$ cat config.mk
export PLATFORM = sky130hd
export DESIGN_NAME = mole_game_ctrl
export DESIGN_NICKNAME = d
export VERILOG_FILES = /design/src/rtl/mole_game_ctrl.sv
export SDC_FILE = /design/constraint.sdc
export NUM_CORES = 1
export LEC_CHECK = 0
export CORE_MARGIN = 5
export CORE_UTILIZATION = 55
export DETAILED_ROUTE_END_ITERATION = 6
export PLACE_DENSITY = 0.76
export SLEW_MARGIN = 20
export SYNTH_ARGS = -nofsm -noshare
export SYNTH_HDL_FRONTEND = slang
export SYNTH_SLANG_ARGS = --single-unit
$ cat constraint.sdc
create_clock -name CLOCK_50 -period 2.8 [get_ports CLOCK_50]
set_input_delay 0.28 -clock CLOCK_50 [delete_from_list [all_inputs] [get_ports CLOCK_50]]
set_output_delay 0.28 -clock CLOCK_50 [all_outputs]
set_load 0.03 [all_outputs]
$ cat src/rtl/mole_game_ctrl.sv
// Whack-a-mole sequencer: LFSR mole picker, tick timing, hit/miss judging.
// Define SPEEDUP_EN to shrink the mole window on every hit.
module mole_game_ctrl #(
    parameter int unsigned TICK_DIV     = 50_000,
    parameter int unsigned UP_TICKS     = 1000,
    parameter int unsigned GAP_TICKS    = 400,
    parameter int unsigned MAX_MISSES   = 5,
    parameter int unsigned MIN_UP_TICKS = 300,
    parameter int unsigned SPEED_STEP   = 50
) (
    input  logic       CLOCK_50,
    input  logic       RESET_N,
    input  logic       start,
    input  logic [3:0] hit_btn,
    output logic [3:0] LEDR,
    output logic [7:0] score,
    output logic [3:0] misses,
    output logic       game_over
);

    localparam int unsigned TW = $clog2(TICK_DIV);
    localparam logic [TW-1:0] TICK_LAST = TW'(TICK_DIV - 1);
    localparam logic [15:0] UP_INIT = 16'(UP_TICKS);
    localparam logic [15:0] GAP_INIT = 16'(GAP_TICKS);
    localparam logic [3:0] MISS_LIMIT = 4'(MAX_MISSES);

    if (MIN_UP_TICKS > UP_TICKS || SPEED_STEP > 65535) begin : g_bad_cfg
        $error("mole_game_ctrl: window floor/step out of range");
    end

    typedef enum logic [1:0] {IDLE, GAP, UP, OVER} state_e;

    state_e         state_q;
    logic [TW-1:0]  tick_cnt_q;
    logic [15:0]    timer_q;
    logic [15:0]    window_q;
    logic [15:0]    window_d;
    logic [3:0]     lfsr_q;
    logic [3:0]     lfsr_d;
    logic [3:0]     led_q;
    logic [7:0]     score_q;
    logic [7:0]     score_d;
    logic [3:0]     misses_q;
    logic [3:0]     misses_d;
    logic           over_q;

    logic           start_meta_q, start_sync_q, start_prev_q;
    logic [3:0]     hit_meta_q, hit_sync_q, hit_prev_q;
    logic           start_edge;
    logic [3:0]     hit_edge;
    logic           tick;
    logic           timer_done;

    always_ff @(posedge CLOCK_50 or negedge RESET_N) begin
        if (!RESET_N) begin
            start_meta_q <= 1'b0;
            start_sync_q <= 1'b0;
            start_prev_q <= 1'b0;
            hit_meta_q   <= '0;
            hit_sync_q   <= '0;
            hit_prev_q   <= '0;
        end else begin
            start_meta_q <= start;
            start_sync_q <= start_meta_q;
            start_prev_q <= start_sync_q;
            hit_meta_q   <= hit_btn;
            hit_sync_q   <= hit_meta_q;
            hit_prev_q   <= hit_sync_q;
        end
    end

    assign start_edge = start_sync_q & ~start_prev_q;
    assign hit_edge   = hit_sync_q & ~hit_prev_q;
    assign tick       = (tick_cnt_q == TICK_LAST);
    assign timer_done = tick && (timer_q == 16'd1);

    assign lfsr_d   = {lfsr_q[2:0], lfsr_q[3] ^ lfsr_q[2]};
    assign score_d  = (score_q == 8'hFF) ? score_q : score_q + 8'd1;
    assign misses_d = misses_q + 4'd1;

`ifdef SPEEDUP_EN
    // Compare before subtracting so the window can never wrap below the floor.
    localparam logic [16:0] SHRINK_MIN = 17'(MIN_UP_TICKS) + 17'(SPEED_STEP);
    assign window_d = ({1'b0, window_q} >= SHRINK_MIN)
                    ? window_q - 16'(SPEED_STEP)
                    : 16'(MIN_UP_TICKS);
`else
    assign window_d = window_q;
`endif

    always_ff @(posedge CLOCK_50 or negedge RESET_N) begin
        if (!RESET_N) begin
            state_q    <= IDLE;
            tick_cnt_q <= '0;
            timer_q    <= '0;
            window_q   <= UP_INIT;
            lfsr_q     <= 4'b0001;
            led_q      <= '0;
            score_q    <= '0;
            misses_q   <= '0;
            over_q     <= 1'b0;
        end else begin
            tick_cnt_q <= tick ? '0 : tick_cnt_q + 1'b1;
            unique case (state_q)
                IDLE, OVER: begin
                    if (start_edge) begin
                        state_q    <= GAP;
                        score_q    <= '0;
                        misses_q   <= '0;
                        window_q   <= UP_INIT;
                        timer_q    <= GAP_INIT;
                        tick_cnt_q <= '0;
                        led_q      <= '0;
                        over_q     <= 1'b0;
                    end
                end
                GAP: begin
                    if (timer_done) begin
                        state_q    <= UP;
                        lfsr_q     <= lfsr_d;
                        led_q      <= 4'b0001 << lfsr_d[1:0];
                        timer_q    <= window_q;
                        tick_cnt_q <= '0;
                    end else if (tick) begin
                        timer_q <= timer_q - 1'b1;
                    end
                end
                UP: begin
                    // A clean hit wins even if the window expires this cycle.
                    if (hit_edge == led_q) begin
                        score_q    <= score_d;
                        window_q   <= window_d;
                        state_q    <= GAP;
                        timer_q    <= GAP_INIT;
                        tick_cnt_q <= '0;
                        led_q      <= '0;
                    end else if (hit_edge != '0 || timer_done) begin
                        misses_q   <= misses_d;
                        tick_cnt_q <= '0;
                        if (misses_d == MISS_LIMIT) begin
                            state_q <= OVER;
                            led_q   <= 4'b1111;
                            over_q  <= 1'b1;
                        end else begin
                            state_q <= GAP;
                            timer_q <= GAP_INIT;
                            led_q   <= '0;
                        end
                    end else if (tick) begin
                        timer_q <= timer_q - 1'b1;
                    end
                end
                default: state_q <= IDLE;
            endcase
        end
    end

    assign LEDR      = led_q;
    assign score     = score_q;
    assign misses    = misses_q;
    assign game_over = over_q;

endmodule

==> results of run 1 <==
==> how the worst max path moves through the flow <==
| stage | slack, ns | to | cells after the start |
|---|---|---|---|
| after global routing | 0.01 | score[7]$_DFFE_PN0P_ | 8 |
| after detailed placement | 0.20 | timer_q[10]$_DFFE_PN0P_ | 8 |
| final | 0.23 | score[5]$_DFFE_PN0P_ | 8 |
| after floorplan | 0.47 | timer_q[15]$_DFFE_PN0P_ | 9 |
| after global placement | 0.30 | timer_q[13]$_DFFE_PN0P_ | 8 |
| after CTS | 0.20 | timer_q[13]$_DFFE_PN0P_ | 8 |
==> report_power, final <==
part           internal (W)  switching, W
logic              0.000550      0.000888
clock network      0.000508      0.000400
registers           0.00111     0.0000853
total               0.00216       0.00137
==> layout by cell type, fill, tap and decap left out, types with 5 or more instances in the layout <==
cell | Yosys | layout
nand2b_1 | 7 | 7
buf_4 | 1 | 11
clkbuf_8 | 0 | 9
nand4_1 | 9 | 9
clkdlybuf4s50_1 | 0 | 22
nand2_1 | 22 | 22
nor3_1 | 7 | 7
a22o_1 | 5 | 5
o31ai_1 | 6 | 6
inv_1 | 19 | 19
xnor2_1 | 14 | 14
dfrtp_1 | 69 | 69
o21ai_0 | 10 | 10
a21oi_1 | 12 | 12
and3_1 | 6 | 6
nor4_1 | 5 | 5
xor2_1 | 9 | 9
or3_1 | 6 | 6
mux2i_1 | 5 | 5
nor2_1 | 41 | 41
ha_1 | 9 | 9
nand3_1 | 18 | 18
==> cells in the mapped netlist, types with 6 or more instances <==
master,n,area [um^2]
dfrtp_1,69,1730
nor2_1,41,154
nand2_1,22,82.6
inv_1,19,71.3
nand3_1,18,90.1
xnor2_1,14,123
a21oi_1,12,60.1
o21ai_0,10,50.1
ha_1,9,113
nand4_1,9,56.3
xor2_1,9,78.8
nand2b_1,7,43.8
nor3_1,7,35.0
and3_1,6,37.5
o31ai_1,6,45.0
or3_1,6,37.5
==> per-layer routing <==
layer	vias up	track usage [%]	part of all wire (%)
met5	-	0	0
met4	0	5.62	0.63
met3	7	4.39	5.1
met2	85	31.3	48
met1	1515	26.5	47
li1	1435	-	-
==> through the flow <==
| stage | total power, W | instances | hold slack (ns) |
|---|---|---|---|
| 2_1_floorplan | 0.00225 | 376 | -0.0156 |
| 3_3_place_gp | 0.00254 | 477 | 0.332 |
| 3_5_place_dp | 0.00259 | 477 | 0.336 |
| 4_1_cts | 0.00350 | 493 | 0.00305 |
| 5_1_grt | 0.00375 | 494 | 0.0399 |
| 6_report | 0.00354 | 494 | -0.0223 |
==> cell families after synthesis <==
| family | Yosys count | synth area share (%) |
|---|---|---|
| XOR/XNOR | 23 | 5.32 |
| AO/OA/AOI/OAI | 78 | 15.4 |
| adder cells (fa/ha/maj) | 9 | 2.98 |
| buffers and inverters | 33 | 4.23 |
| flip-flops | 70 | 46.3 |
| AND/OR/NAND/NOR | 152 | 22.7 |
| multiplexers | 11 | 3.11 |
==> critical path, cell delays in order (launching register included) <==
cell	delay (ns)
dfrtp_1	0.38
inv_1	0.07
ha_1	0.42
nand3b_1	0.15
a21boi_1	0.17
o21bai_1	0.26
nor4b_1	0.70
a21o_1	0.22
a21oi_1	0.06
==> sequential cells by signal, indices dropped and copies added, names as in the netlist, 2 cells and up <==
register and count:
state_q 2, LEDR 4, misses 4, hit_prev_q 4, lfsr_q 4, hit_meta_q 4, tick_cnt_q 16, hit_sync_q 4
timer_q 16, score 8
==> area by class of cell <==
class | instances | area (um^2)
fillers | 559 | 2390
clock buffers | 10 | 128
multi-input cells | 273 | 1870
repair buffers | 36 | 348
clock inverters | 6 | 93.8
inverters | 19 | 71.3
well taps | 80 | 100
flip-flops and latches | 70 | 1750
==> impl_results.md, run 1 <==
* #FFs+latches synth at 70
* Final Core Density at 64.6%
* Reg-to-reg startpoint: state_q[0]$_DFFE_PN0P_
* Vias in the first global route at 2,857
* Total negative setup slack at 0 ns
* Final GP Congestion at 0.880
* Failing checks: negative hold slack
* Root buf cell: clkbuf_8
* Setup Fix Bufs, Post-CTS at 0
* Clk slew on worst S/H paths at 0.08 ns
* Smallest setup slack after layout at 0.230 ns
* RSZ-0062 raised after global routing: false
* Clk_lat worst skew at 0.35 ns
* Hold Vio Cnt, Final at 30
* DR iter-0 viols at 171
* Arrival @ worst endpoint at 2.78 ns
* Main synth FF type: dfrtp_1
* Cell area after synthesis at 3780 um^2
* Worst R2R End: score[5]$_DFFE_PN0P_
* Final setup fails at 0
* YS warnings at 0
* Post-CTS sizing at 0
* Core area at 6760 um^2
* Final HPWL DP at 5760 um
* Row count at 30
* Reg2Reg Depth at 8
* Status: finished, violations left
* Cell Area, Placed at 4120 um^2
* Pins Over Slew Limit at 0
* Worst slew pin tran at 0.738 ns
* Syn Area/Cell at 10.1 um^2
* Share of cells above drive strength 1 at 11.1%
* Pin count of the biggest net entering global routing at 41
* Crit path time final at 2.57 ns
* Die height at 92.9 um
* Total Nets Final at 425
* Startpoint types: flop
* Clock Tree Buf Depth at 2
* Final instance area at 4360 um^2
* Via count at 3,042
* CP startpoint: state_q[0]$_DFFE_PN0P_
* # diodes at 0
* Worst setup path class: flop to flop
* Buffers on Ports at 23
* TritonCTS clock tree: done
* Clk_skew at 0.00699 ns
* Final wirelength at 8050 um
* TritonCTS Sinks at 70
* Reg-to-reg slack, setup at 0.23 ns
* Area Overhead vs Synth at 15.3%
* Synth async-reset ratio at 100%
* Max-Cap Viols at 0
* Initial antenna violation count at 0
* Detail Route Antenna Nets at 0
* Distinct cells, synth at 68
* Fmax at 0.389 GHz
* Hold_ws at -0.0223 ns
* Hold Path Class: input pin to asynchronous set/reset pin
* First-pass GRT wire length at 13,600 um
* Avg WL per Cell at 16.3 um
* CP endpoint kind: flop
* Crit share post-route at 91.8%
* CTS Hold Buffers Added at 0
* Number of vias per cell at 6.16
* Synthesized netlist cell count at 376
* Number of synthesized flops with an enable pin at 0
* Syn Nets at 392
* Crit-path max FO at 8
* Pre-CTS setup slack at 0.201 ns
* Aggregate global-route resource usage at 19.5%
* Relative slew margins at 50.1%
* Die X at 92.9 um
* Initial Utilization at 56.0%
* Worst VDD drop at 0.000518 V
* CTS Buf Count at 9
* DRC Markers at 0
* Die area at 8640 um^2
* Critical Path RT at 3.01 ns
* Total congestion overflow at 0
* Post-synthesis sequential area ratio at 46.3%
* Ports at 24
* Leakage at 1.88 nW
* Max H-tree Level at 3
* Drt first pass iters at 5
* Pwr dens at 810 nW/um^2
(Power assumes the default switching activity.)
==> run 2: changes to the inputs <==
- clock period: 2.8 -> 2.83 ns (I/O delays scaled with it)
==> run 2 against run 1 <==
The run now ends clean. Design area shrank 0.63%. Via count down 2.0%. Clock skew up 0.0052 ns. Critical path type unchanged.
==> impl_results.md, run 2 (synthesis results as in run 1) <==
* Via count at 2,980 (was 3,042)
* Initial antenna violation count at 0 (unchanged)
* Clk_skew at 0.0122 ns (was 0.00699 ns)
* Crit path time final at 2.61 ns (was 2.57 ns)
* Total negative setup slack at 0 ns (unchanged)
* Aggregate global-route resource usage at 20.1% (was 19.5%)
* Die X at 92.9 um (unchanged)
* Crit share post-route at 92.3% (was 91.8%)
* DR iter-0 viols at 385 (was 171)
* Final setup fails at 0 (unchanged)
* Initial Utilization at 56.0% (unchanged)
* Smallest setup slack after layout at 0.219 ns (was 0.230 ns)
* Vias in the first global route at 2,902 (was 2,857)
* Cell count after placement at 476 (was 477)
* Critical Path RT at 3.10 ns (was 3.01 ns)
* Worst slew pin tran at 0.774 ns (was 0.738 ns)
* Drt first pass iters at 5 (unchanged)
* Max H-tree Level at 3 (unchanged)
* Non-Filler Instances at 494 (unchanged)
* TritonCTS clock tree: done (unchanged)
* Total Nets Final at 425 (unchanged)
* Multi-input gate area at 1870 um^2 (unchanged)
* Avg WL per Cell at 16.3 um (about the same)
* Clock network power share at 24.5% (was 25.7%)
* Worst path buffer plus inverter count at 1 (unchanged)
* Crit-path max FO at 8 (unchanged)
* Slowest-stage cell, CP: or4_1 (was nor4b_1)
* Pins Over Slew Limit at 0 (unchanged)
* P_sw at 0.00137 W (about the same)
* Cell Area, Placed at 4120 um^2 (about the same)
* CP cell instances: or4_1 > nor4_4 > a21oi_2 > o31ai_4 > buf_4 > a41oi_2 > mux2i_1 (was inv_1 > ha_1 > nand3b_1 > a21boi_1 > o21bai_1 > nor4b_1 > a21o_1 > a21oi_1)
* Levels on crit path at 7 (was 8)
* Fillcell total at 509 (was 559)
* Die height at 92.9 um (unchanged)
* Leading cell type in the layout, fill and taps excluded: dfrtp_1 (unchanged)
* Core area at 6760 um^2 (unchanged)
* Share of cells above drive strength 1 at 11.4% (was 11.1%)
* Clk_lat worst skew at 0.35 ns (about the same)
* Startpoint types: flop (unchanged)
* Buffers on Ports at 23 (unchanged)
* Arrival @ worst endpoint at 2.88 ns (was 2.78 ns)
* Reg2Reg Depth at 7 (was 8)
* Clock Tree Buf Depth at 2 (unchanged)
* Leakage at 1.88 nW (about the same)
* Net Sw Frac at 40.0% (was 38.8%)
* Number of vias per cell at 6.03 (was 6.16)
* Tot Pwr at 0.00342 W (was 0.00354 W)
* Root buf cell: clkbuf_8 (unchanged)
* CP endpoint kind: flop (unchanged)
* Gate power share at 40.9% (was 40.6%)
* Pwr dens at 788 nW/um^2 (was 810 nW/um^2)
* Most frequent cells in the layout: dfrtp_1 (69), nor2_1 (41), nand2_1 (22), clkdlybuf4s50_1 (22), inv_1 (19) (unchanged)
* Final GP Congestion at 0.882 (was 0.880)
* Die area at 8640 um^2 (unchanged)
* Final wirelength at 8060 um (was 8050 um)
* Row count at 30 (unchanged)
* Worst setup path class: flop to flop (unchanged)
* CTS Buf Count at 9 (unchanged)
* Status: finished clean (was finished, violations left)
* Detail Route Antenna Nets at 0 (unchanged)
* Clk slew on worst S/H paths at 0.08 ns (about the same)
* TritonCTS Sinks at 70 (unchanged)
* Delay-heaviest family, CP: simple AND/OR/NAND/NOR gates (unchanged)
* First-pass GRT wire length at 13,800 um (was 13,600 um)
* Post-CTS sizing at 0 (unchanged)
* Max-Cap Viols at 0 (unchanged)
* Seq pwr share at 34.6% (was 33.7%)
* Relative slew margins at 48.4% (was 50.1%)
* # diodes at 0 (unchanged)
* Final instance area at 4340 um^2 (was 4360 um^2)
* Worst VDD drop at 0.000516 V (was 0.000518 V)
* Area Overhead vs Synth at 14.6% (was 15.3%)
* Hold Vio Cnt, Final at 0 (was 30)
* RSZ-0062 raised after global routing: false (unchanged)
* Slowest Stage Delay on Critical Path at 0.73 ns (was 0.70 ns)
* Pre-CTS setup slack at 0.201 ns (about the same)
* Fmax at 0.383 GHz (was 0.389 GHz)
* FF+latch area at 1750 um^2 (unchanged)
* Internal at 0.00205 W (was 0.00216 W)
* Total congestion overflow at 0 (unchanged)
* Ports at 24 (unchanged)
* DRC Markers at 0 (unchanged)
* Pin count of the biggest net entering global routing at 38 (was 41)
* Hold Path Class: input pin to asynchronous set/reset pin (unchanged)
* Final HPWL DP at 5650 um (was 5760 um)
## run 2: cell types whose count changed in the layout (fill, tap and decap cells not counted), sizes merged
| cell | change |
|---|---|
| bufinv | -1 |
| clkinv | +1 |
## run 2: path summary, 6_finish.rpt
check | from | to | slack (ns)
setup / recovery | timer_q[2]$_DFFE_PN0P_ | timer_q[12]$_DFFE_PN0P_ | 0.22
hold / removal | RESET_N | timer_q[12]$_DFFE_PN0P_ | 0.009
setup reg to reg | timer_q[2]$_DFFE_PN0P_ | timer_q[12]$_DFFE_PN0P_ | 0.22
hold reg to reg | hit_meta_q[1]$_DFF_PN0_ | hit_sync_q[1]$_DFF_PN0_ | 0.35
max in group asynchronous | RESET_N | lfsr_q[0]$_DFFE_PN1P_ | 2.11
min in group CLOCK_50 | hit_meta_q[1]$_DFF_PN0_ | hit_sync_q[1]$_DFF_PN0_ | 0.35
## run 2: final cells by class
class / instances / share of cell area, %
clock buffers: 10 / 3.17
clock inverters: 6 / 1.59
inverters: 19 / 1.64
multi-input cells: 273 / 43.1
flip-flops and latches: 70 / 40.4
well taps: 80 / 2.31
repair buffers: 36 / 7.73
## run 2: metrics by stage
step | utilization [%] | hold slack (ns)
floorplan | - | -0.0126
global placement | 60.9 | 0.332
detailed placement | 60.9 | 0.339
CTS | 64.0 | 0.0414
global route | 64.2 | 0.0791
finish | 64.2 | 0.00920
## run 2: layer usage
metal | track usage (%) | wire [um]
met4 | 8.06 | 104
met2 | 29.9 | 3670
met1 | 28.9 | 3920
met5 | 0 | 0
met3 | 3.74 | 358
## run 2: power by group through the flow
stage | Combinational (W) | Clock, W | Sequential [W]
final | 0.00140 | 0.000837 | 0.00118
after global routing | 0.00155 | 0.000895 | 0.00120
after CTS | 0.00135 | 0.000848 | 0.00118
after detailed placement | 0.00134 | 0 | 0.00120
after global placement | 0.00131 | 0 | 0.00119
after floorplan | 0.00101 | 0 | 0.00121
## run 2: timing repair
action                     CTS  global route
setup buffers                0             2
hold endpoints to repair     0             0
hold buffers                 0             0
setup endpoints to repair    0             4
## run 2: worst register-to-register path, delay by kind of cell, from the launching register on
family          cells  cell delay (ns)
compound gates      3             0.54
mux                 1             0.17
buf+inv             1             0.20
simple gates        2             1.20
flops               1             0.44
